--- src/rtl/simon_pkg.sv ---
// Shared Simon Says types, LED constants and colour decode.
// SIMON_PLAYER_FLASH_EN adds the end-of-playback all-lamps FLASH state.
package simon_pkg;

    localparam int unsigned MAX_SEQ = 16;

    typedef logic [1:0] colour_t;

    typedef enum logic [1:0] {
        StIdle,
        StOn,
`ifdef SIMON_PLAYER_FLASH_EN
        StOff,
        StFlash
`else
        StOff
`endif
    } player_state_t;

    localparam logic [3:0] LED_OFF = 4'b0000;
    localparam logic [3:0] LED_C0  = 4'b0001;
    localparam logic [3:0] LED_C1  = 4'b0010;
    localparam logic [3:0] LED_C2  = 4'b0100;
    localparam logic [3:0] LED_C3  = 4'b1000;
    localparam logic [3:0] LED_ALL = 4'b1111;

    function automatic logic [3:0] colour_to_led(input colour_t c);
        logic [3:0] led;
        unique case (c)
            2'b00:   led = LED_C0;
            2'b01:   led = LED_C1;
            2'b10:   led = LED_C2;
            default: led = LED_C3;
        endcase
        return led;
    endfunction

endpackage

--- src/rtl/simon_phase_timer.sv ---
// Loadable down-counter; expired_o is high while the count sits at zero.
module simon_phase_timer #(
    parameter int unsigned TIMER_W = 24
) (
    input  logic               clk,
    input  logic               rst_n,
    input  logic               load_i,
    input  logic [TIMER_W-1:0] load_val_i,
    output logic               expired_o
);

    logic [TIMER_W-1:0] cnt_q, cnt_d;

    always_comb begin
        cnt_d = cnt_q;
        if (load_i) begin
            cnt_d = load_val_i;
        end else if (cnt_q != '0) begin
            cnt_d = cnt_q - 1'b1;
        end
    end

    always_ff @(posedge clk or negedge rst_n) begin
        if (!rst_n) begin
            cnt_q <= '0;
        end else begin
            cnt_q <= cnt_d;
        end
    end

    assign expired_o = (cnt_q == '0);

endmodule

--- src/rtl/simon_seq_player.sv ---
// Plays a latched packed colour sequence on one-hot LEDs with programmable on/off timing.
// Optional macro SIMON_PLAYER_FLASH_EN appends an all-lamps FLASH phase before done.
module simon_seq_player
    import simon_pkg::*;
#(
    parameter int unsigned ON_CYCLES  = 4,
    parameter int unsigned OFF_CYCLES = 2,
    parameter int unsigned TIMER_W    = 24
) (
    input  logic        clk,
    input  logic        rst_n,
    input  logic        start,
    input  logic        abort,
    input  logic [31:0] seq_val,
    input  logic [3:0]  seq_len,
    output logic [3:0]  led,
    output logic [1:0]  colour_out,
    output logic        colour_valid,
    output logic        busy,
    output logic        done
);

    localparam logic [TIMER_W-1:0] ON_LOAD  = TIMER_W'(ON_CYCLES - 1);
    localparam logic [TIMER_W-1:0] OFF_LOAD = TIMER_W'(OFF_CYCLES - 1);

    player_state_t state_q, state_d;
    logic [3:0]    idx_q, idx_d;
    logic [3:0]    len_q, len_d;
    logic [31:0]   seq_q, seq_d;

    logic [3:0]    led_q, led_d;
    colour_t       colour_q, colour_d;
    logic          cvalid_q, cvalid_d;
    logic          busy_q, busy_d;
    logic          done_q, done_d;

    logic               tmr_load;
    logic [TIMER_W-1:0] tmr_val;
    logic               tmr_expired;
    colour_t            cur_colour;

    simon_phase_timer #(
        .TIMER_W(TIMER_W)
    ) u_timer (
        .clk       (clk),
        .rst_n     (rst_n),
        .load_i    (tmr_load),
        .load_val_i(tmr_val),
        .expired_o (tmr_expired)
    );

    always_ff @(posedge clk or negedge rst_n) begin
        if (!rst_n) begin
            state_q <= StIdle;
            idx_q   <= '0;
            len_q   <= '0;
            seq_q   <= '0;
        end else begin
            state_q <= state_d;
            idx_q   <= idx_d;
            len_q   <= len_d;
            seq_q   <= seq_d;
        end
    end

    // abort outranks timer expiry in every active state
    always_comb begin
        state_d = state_q;
        idx_d   = idx_q;
        len_d   = len_q;
        seq_d   = seq_q;
        unique case (state_q)
            StIdle: begin
                if (start && !abort) begin
                    state_d = StOn;
                    seq_d   = seq_val;
                    len_d   = seq_len;
                    idx_d   = '0;
                end
            end
            StOn: begin
                if (abort) begin
                    state_d = StIdle;
                end else if (tmr_expired) begin
                    state_d = StOff;
                end
            end
            StOff: begin
                if (abort) begin
                    state_d = StIdle;
                end else if (tmr_expired) begin
                    if (idx_q == len_q) begin
`ifdef SIMON_PLAYER_FLASH_EN
                        state_d = StFlash;
`else
                        state_d = StIdle;
`endif
                    end else begin
                        state_d = StOn;
                        idx_d   = idx_q + 1'b1;
                    end
                end
            end
`ifdef SIMON_PLAYER_FLASH_EN
            StFlash: begin
                if (abort || tmr_expired) begin
                    state_d = StIdle;
                end
            end
`endif
            default: state_d = StIdle;
        endcase
    end

    // Outputs are registered from the next state so they change on the same edge as the FSM.
    always_comb begin
        tmr_load   = (state_d != state_q);
        tmr_val    = '0;
        cur_colour = seq_d[{idx_d, 1'b0} +: 2];
        led_d      = LED_OFF;
        colour_d   = '0;
        cvalid_d   = 1'b0;
        busy_d     = (state_d != StIdle);
        done_d     = (state_q != StIdle) && (state_d == StIdle) && !abort;
        unique case (state_d)
            StOn: begin
                tmr_val  = ON_LOAD;
                led_d    = colour_to_led(cur_colour);
                colour_d = cur_colour;
                cvalid_d = 1'b1;
            end
            StOff: tmr_val = OFF_LOAD;
`ifdef SIMON_PLAYER_FLASH_EN
            StFlash: begin
                tmr_val = ON_LOAD;
                led_d   = LED_ALL;
            end
`endif
            default: ;
        endcase
    end

    always_ff @(posedge clk or negedge rst_n) begin
        if (!rst_n) begin
            led_q    <= LED_OFF;
            colour_q <= '0;
            cvalid_q <= 1'b0;
            busy_q   <= 1'b0;
            done_q   <= 1'b0;
        end else begin
            led_q    <= led_d;
            colour_q <= colour_d;
            cvalid_q <= cvalid_d;
            busy_q   <= busy_d;
            done_q   <= done_d;
        end
    end

    assign led          = led_q;
    assign colour_out   = colour_q;
    assign colour_valid = cvalid_q;
    assign busy         = busy_q;
    assign done         = done_q;

endmodule

--- config.mk ---
export PLATFORM = sky130hd
export DESIGN_NAME = simon_seq_player
export DESIGN_NICKNAME = d
export VERILOG_FILES = /design/src/rtl/simon_pkg.sv /design/src/rtl/simon_phase_timer.sv /design/src/rtl/simon_seq_player.sv
export SDC_FILE = /design/constraint.sdc
export NUM_CORES = 1
export LEC_CHECK = 0
export CORE_ASPECT_RATIO = 0.7
export CORE_UTILIZATION = 40
export DETAILED_ROUTE_END_ITERATION = 10
export SYNTH_ARGS = -nofsm -noshare
export SYNTH_HDL_FRONTEND = slang
export SYNTH_SLANG_ARGS = --single-unit
--- constraint.sdc ---
create_clock -name clk -period 2.8 [get_ports clk]
set_clock_uncertainty 0.1 [all_clocks]
set_input_delay 0.84 -clock clk [delete_from_list [all_inputs] [get_ports clk]]
set_output_delay 0.84 -clock clk [all_outputs]
set_load 0.01 [all_outputs]
After elaboration in Yosys (flattened, before gate mapping)
Index checks and enable logic that the tools add are counted.
{"block": "totals", "regBits": 75, "inputBits": 40, "out_inout_bits": 9, "elab_cells": 55}
{"block": "classes", "add_sub_neg": 2, "eq_ne": 8, "shift": 1, "muxes": 21, "n_reduce_logical": 13}
{"operator": "$mux 32", "n": 2}
{"operator": "$mux 24", "n": 2}
{"operator": "$shiftx 32x6->2", "n": 1}
{"operator": "$logic_not 24->1", "n": 1}
{"operator": "$reduce_bool 24->1", "n": 1}
{"operator": "$sub 24x1->24 const B", "n": 1}
{"operator": "$mux 4", "n": 5}
{"operator": "$mux 2", "n": 6}
{"operator": "$pmux 4 s3", "n": 1}
{"operator": "$pmux 4 s2", "n": 1}
{"operator": "$eq 2x1->1 const B", "n": 3}
{"operator": "$eq 2x2->1 const B", "n": 3}
{"operator": "$logic_not 2->1", "n": 3}
{"operator": "$pmux 2 s3", "n": 1}
{"operator": "$reduce_bool 2->1", "n": 3}
{"operator": "$add 4x1->4 const B", "n": 1}
{"operator": "$eq 4x4->1", "n": 1}
{"operator": "$pmux 2 s2", "n": 1}
{"operator": "$logic_and 1x1->1", "n": 3}
{"operator": "$mux 1", "n": 2}
{"operator": "$ne 2x2->1", "n": 1}
{"operator": "$reduce_and 2->1", "n": 1}
{"operator": "$logic_not 1->1", "n": 1}

Logic depth before layout (Yosys ltp)
{"block": "depth", "depth_word": 9, "depth_mapped": 14}

Hierarchy
From an unflattened synthesis, not the netlist that was laid out.
{"block": "hier_totals", "cells_unflattened": 428, "hier_area_um2": 3976.3}
{"mod": "simon_seq_player", "n_inst": 1, "cells_each": 264, "area_per_inst_um2": 2469.9, "seq_area_each_um2": 1276.2}
{"mod": "simon_phase_timer", "n_inst": 1, "cells_each": 164, "area_per_inst_um2": 1506.4, "seq_area_each_um2": 600.6}

Worst setup path after synthesis
Ideal clock, no wire load.
{"block": "synth_path", "kind": "in2reg", "startpoint": "input port abort", "endpoint": "register colour_q[0] (netlist: colour_out[0])", "arrival_ns": 2.895, "t_required_ns": 2.581, "setup_slack_ns": -0.314, "cell_stages": 10, "n_path_buf": 1, "path_cell_list": "nor3b_1 -> o41ai_2 -> nor3_4 -> mux2_2 -> buf_4 -> a2bb2oi_1 -> mux2i_1 -> a211o_1 -> o31a_1 -> and2_1"}
{"block": "synth_between", "elab_chain_len": 6}
{"element": "from (decl)", "line": "simon_seq_player.sv:13", "text": "input logic abort,"}
{"element": "$logic_not 1->1", "line": "simon_seq_player.sv:74", "text": "if (start && !abort) begin"}
{"element": "$logic_and 1x1->1", "line": "simon_seq_player.sv:74"}
{"element": "$mux 4, or another cell as far along", "line": "simon_seq_player.sv:74"}
{"element": "$pmux 4 s2, or another cell as far along", "line": "simon_seq_player.sv:72", "text": "unique case (state_q)"}
{"element": "$shiftx 32x6->2 or $eq 2x1->1 (tied branches)", "line": "simon_seq_player.sv:119, simon_seq_player.sv:125"}
{"element": "$mux 2 (*)", "line": "simon_seq_player.sv:125", "text": "unique case (state_d)"}
{"element": "named net colour_d[0]", "line": "simon_seq_player.sv:32", "text": "colour_t colour_q, colour_d;"}
{"element": "to (signal assigned)", "line": "simon_seq_player.sv:152", "text": "colour_q <= colour_d;"}
{"element": "to (decl)", "line": "simon_seq_player.sv:32"}
Mark *: on every way through the listed nets, which the timed path passes. The rest lies on a longest branch.
A chain may end at the register's enable or synchronous reset.

Worst setup path in the final report
{"block": "layout_path", "startpoint": "input port abort", "endpoint": "register led_q[2] (netlist: led[2])"}
{"block": "layout_between", "elab_chain_len": 8}
{"element": "$logic_not 1->1", "line": "simon_seq_player.sv:74"}
{"element": "$logic_and 1x1->1", "line": "simon_seq_player.sv:74"}
{"element": "$mux 4", "line": "simon_seq_player.sv:74"}
{"element": "$pmux 4 s2 (*)", "line": "simon_seq_player.sv:72"}
{"element": "named net idx_d[2]", "line": "simon_seq_player.sv:27", "text": "logic [3:0] idx_q, idx_d;"}
{"element": "$shiftx 32x6->2 (*)", "line": "simon_seq_player.sv:119", "text": "cur_colour = seq_d[{idx_d, 1'b0} +: 2];"}
{"element": "$eq 2x2->1, or another cell as far along", "line": "simon_pkg.sv:29", "text": "unique case (c)"}
{"element": "$pmux 4 s3 (*)", "line": "simon_pkg.sv:29"}
{"element": "$mux 4 (*)", "line": "simon_seq_player.sv:125"}
{"element": "named net led_d[2]", "line": "simon_seq_player.sv:31", "text": "logic [3:0] led_q, led_d;"}
{"element": "to (signal assigned)", "line": "simon_seq_player.sv:151", "text": "led_q <= led_d;"}
{"element": "to (decl)", "line": "simon_seq_player.sv:31"}
Marks and branches as above.

==> run_results.csv <==
group,metric,value,unit
status,status,"finished with violations",
status,violations,"negative setup slack",
worst_hold_path,hold_start,"seq_q[30]$_DFF_PN0_",
drt,drtIter0Drc,218,
power,vdd_ir_drop_max,359,µV
sta,tightest_slew,0.548,ns
sta,fin_ws,-0.254,ns
clock_tree,cts_buffer_depth,2,
worst_setup_path,end_kind,"flip-flop",
sta,fin_hold_ws,0.380,ns
floorplan,io_pins,49,
synth,yosysWarnings,0,
synth,ys.flop_type,"dfrtp_1",
run,drv_cap,0,
synth,async_flop_share,100,%
drt,vias_per_cell,4.96,
sta,fin_crit,3.05,ns
power,p_leak,2.68,nW
place,portBuffers,48,
drt,num_vias,3321,
cells_and_area,area_growth,45.5,%
floorplan,row_count,29,
place,placed_area,5030,µm²
drt,dr.pass1.iters,4,
global_route,grt.overflow.total,0,
sta,setup_viol,6,
cells_and_area,final_nets,584,
clock_tree,clock-sinks,75,
global_route,grt_pass1_wl,15700,µm
synth,ys_types,57,
worst_setup_path,crit_path_start_kind,"input port",
worst_hold_path,worstHoldPathCells,2,
worst_setup_path,ff2ff_setup_slack,-0.22,ns
worst_setup_path,worstReg2RegStart,"idx_q[0]$_DFF_PN0_",
clock_tree,clk-insertion-delay-late,0.34,ns
synth,netlist_area,3860,µm²
synth,ys_top_cells_by_area,"dfrtp_1 49%, nand2_1 12%, xnor2_1 3.6%",
worst_setup_path,cp_max_fo,4,
clock_tree,cts_tree,"yes",
floorplan,initial_core_util,41.9,%
drt,drtAntennaViolNets,0,
power,total_power,4.78,mW
sta,maxClockFrequency,327,MHz
synth,ys_ff_latch,75,
clock_tree,clk_pin_slew_worst_paths,0.06,ns
worst_setup_path,cp_data_arrival_time,3.21,ns
cells_and_area,drive_gt1_share,27.2,%
synth,seq_area_frac_synth,48.6,%
sta,slew_violations,0,
drt,finalWirelength,9580,µm
synth,synth_top_area_share,48.6,%
cells_and_area,final_cell_area,5620,µm²
cells_and_area,antennaDiodeCount,0,
synth,synthCells,417,
worst_setup_path,worst_r2r_path_depth,11,
sta,grt_setup_unrepaired,"true",
floorplan,core_area,9220,µm²
worst_hold_path,hold_path.class,"flip-flop to flip-flop",
power,power_density,851,nW/µm²
synth,synth_edf_count,0,
place,gp_congestion,0.818,
floorplan,fp.dieH,84.2,µm
global_route,grt_pass1_vias,3209,
clock_tree,ctsHtreeMaxLevel,3,
global_route,antenna_found_initial,0,
drt,drc,0,
synth,synth_nets,461,
sta,period_share,109,%
synth,syn_avg_cell_area,9.26,µm²
worst_setup_path,path_class,"input port to flip-flop",
place,dp_hpwl,6890,µm
sta,slew_headroom,63.4,%
global_route,groute.usage.overall,20.3,%
floorplan,die_area,10100,µm²
clock_tree,clockRootBuffer,"clkbuf_16",
sta,final-hold-violation-count,0,
global_route,grt_max_degree,44,
clock_tree,cts_made_buffers,9,
drt,wl_per_cell,14.3,µm
floorplan,dieWidth,119,µm
worst_hold_path,hold_end,"seq_q[30]$_DFF_PN0_",
worst_setup_path,crit-reg2reg-capture,"led[2]$_DFF_PN0_",
worst_setup_path,required,2.96,ns
synth,synth_top_cell_by_area,"dfrtp_1",
## through the flow
stage	TNS [ns]	worst slack [ns]	instances	utilization, %
2_1_floorplan	-0.313	-0.109	417	-
3_3_place_gp	-8.92	-0.992	645	54.6
3_5_place_dp	-8.90	-0.986	645	54.6
4_1_cts	-1.14	-0.205	663	58.9
5_1_grt	-2.04	-0.380	669	60.9
6_report	-1.34	-0.254	669	60.9
## synth_stat cells, types with 4 or more instances
library cell / count
nor4_1: 4
nand2_1: 123
o21ai_0: 12
xor2_1: 11
mux2i_1: 12
dfrtp_1: 75
clkbuf_1: 16
xnor2_1: 16
nor4_4: 4
a21oi_1: 5
inv_1: 6
nor2_1: 35
ha_1: 4
or3_1: 8
o211ai_1: 5
or4_1: 4
nor3_1: 13
nand2b_1: 6
nand3_1: 7
## cell families after synthesis
kind of cell	share of synthesized area [%]
buf+inv	2.79
simple gates	28.2
xor+xnor	6.55
mux	5.25
compound gates	7.36
fa+ha+maj	1.30
flops	48.6
## worst max path at each step
stage,endpoint,from,cells past startpoint
floorplan,colour_out[0]$_DFF_PN0_,abort,9
detailed placement,led[2]$_DFF_PN0_,abort,13
global placement,led[3]$_DFF_PN0_,abort,13
CTS,led[2]$_DFF_PN0_,u_timer.cnt_q[0]$_DFFE_PN0P_,12
finish,led[2]$_DFF_PN0_,abort,12
global route,led[2]$_DFF_PN0_,abort,12
## worst max-delay path: stages
cell	delay, ns
buf_2	0.12
buf_6	0.12
nor4bb_1	0.25
o41ai_1	0.16
o31ai_1	0.40
a21oi_4	0.12
or4_4	0.56
o22ai_4	0.19
nor4bb_4	0.07
buf_4	0.15
nand2b_4	0.14
nor2_1	0.09
## layout make-up
cell class | count | area [µm²]
fillers | 804 | 3600
multi-input cells | 315 | 2100
flip-flops and latches | 75 | 1880
repair buffers | 131 | 1140
clock buffers | 12 | 246
well taps | 124 | 155
clock inverters | 4 | 73.8
inverters | 8 | 30.0
## power breakdown
group	internal (mW)	switching, mW
clock	0.805	0.433
sequential	1.36	0.229
combinational	0.980	0.968
## placed cells by master, fill, tap and decap left out, types with 5 or more instances in the layout
cell type        instances
nand2_1                123
buf_4                   78
dfrtp_1                 75
clkdlybuf4s50_1         45
nor2_1                  34
xnor2_1                 16
xor2_1                  10
o21ai_0                 10
nor3_1                  10
clkbuf_16                9
or3_1                    8
mux2i_1                  8
nand3_1                  6
inv_1                    5
nand2b_1                 5
a21oi_1                  5
o211ai_1                 5
## registers in the layout, indices dropped and copies added, names as in the netlist
signal,count
colour_out,2
done,1
colour_valid,1
led,4
len_q,4
u_timer.cnt_q,24
busy,1
idx_q,4
state_q,2
seq_q,32
## per-layer routing
layer	GRT usage (%)	wire length (µm)	vias to the layer above
met5	0	0	-
met4	6.48	118	0
met3	5.50	525	11
met2	27.1	3900	77
met1	31.2	5030	1585
li1	-	-	1648
## what timing repair did
item,in CTS,in global routing
hold buffers,0,0
pin swaps,9,14
resized for setup,19,29
endpoints found under the setup margin,9,9
buffers inserted,2,6
Note: power is estimated with default switching activity, not from simulation.
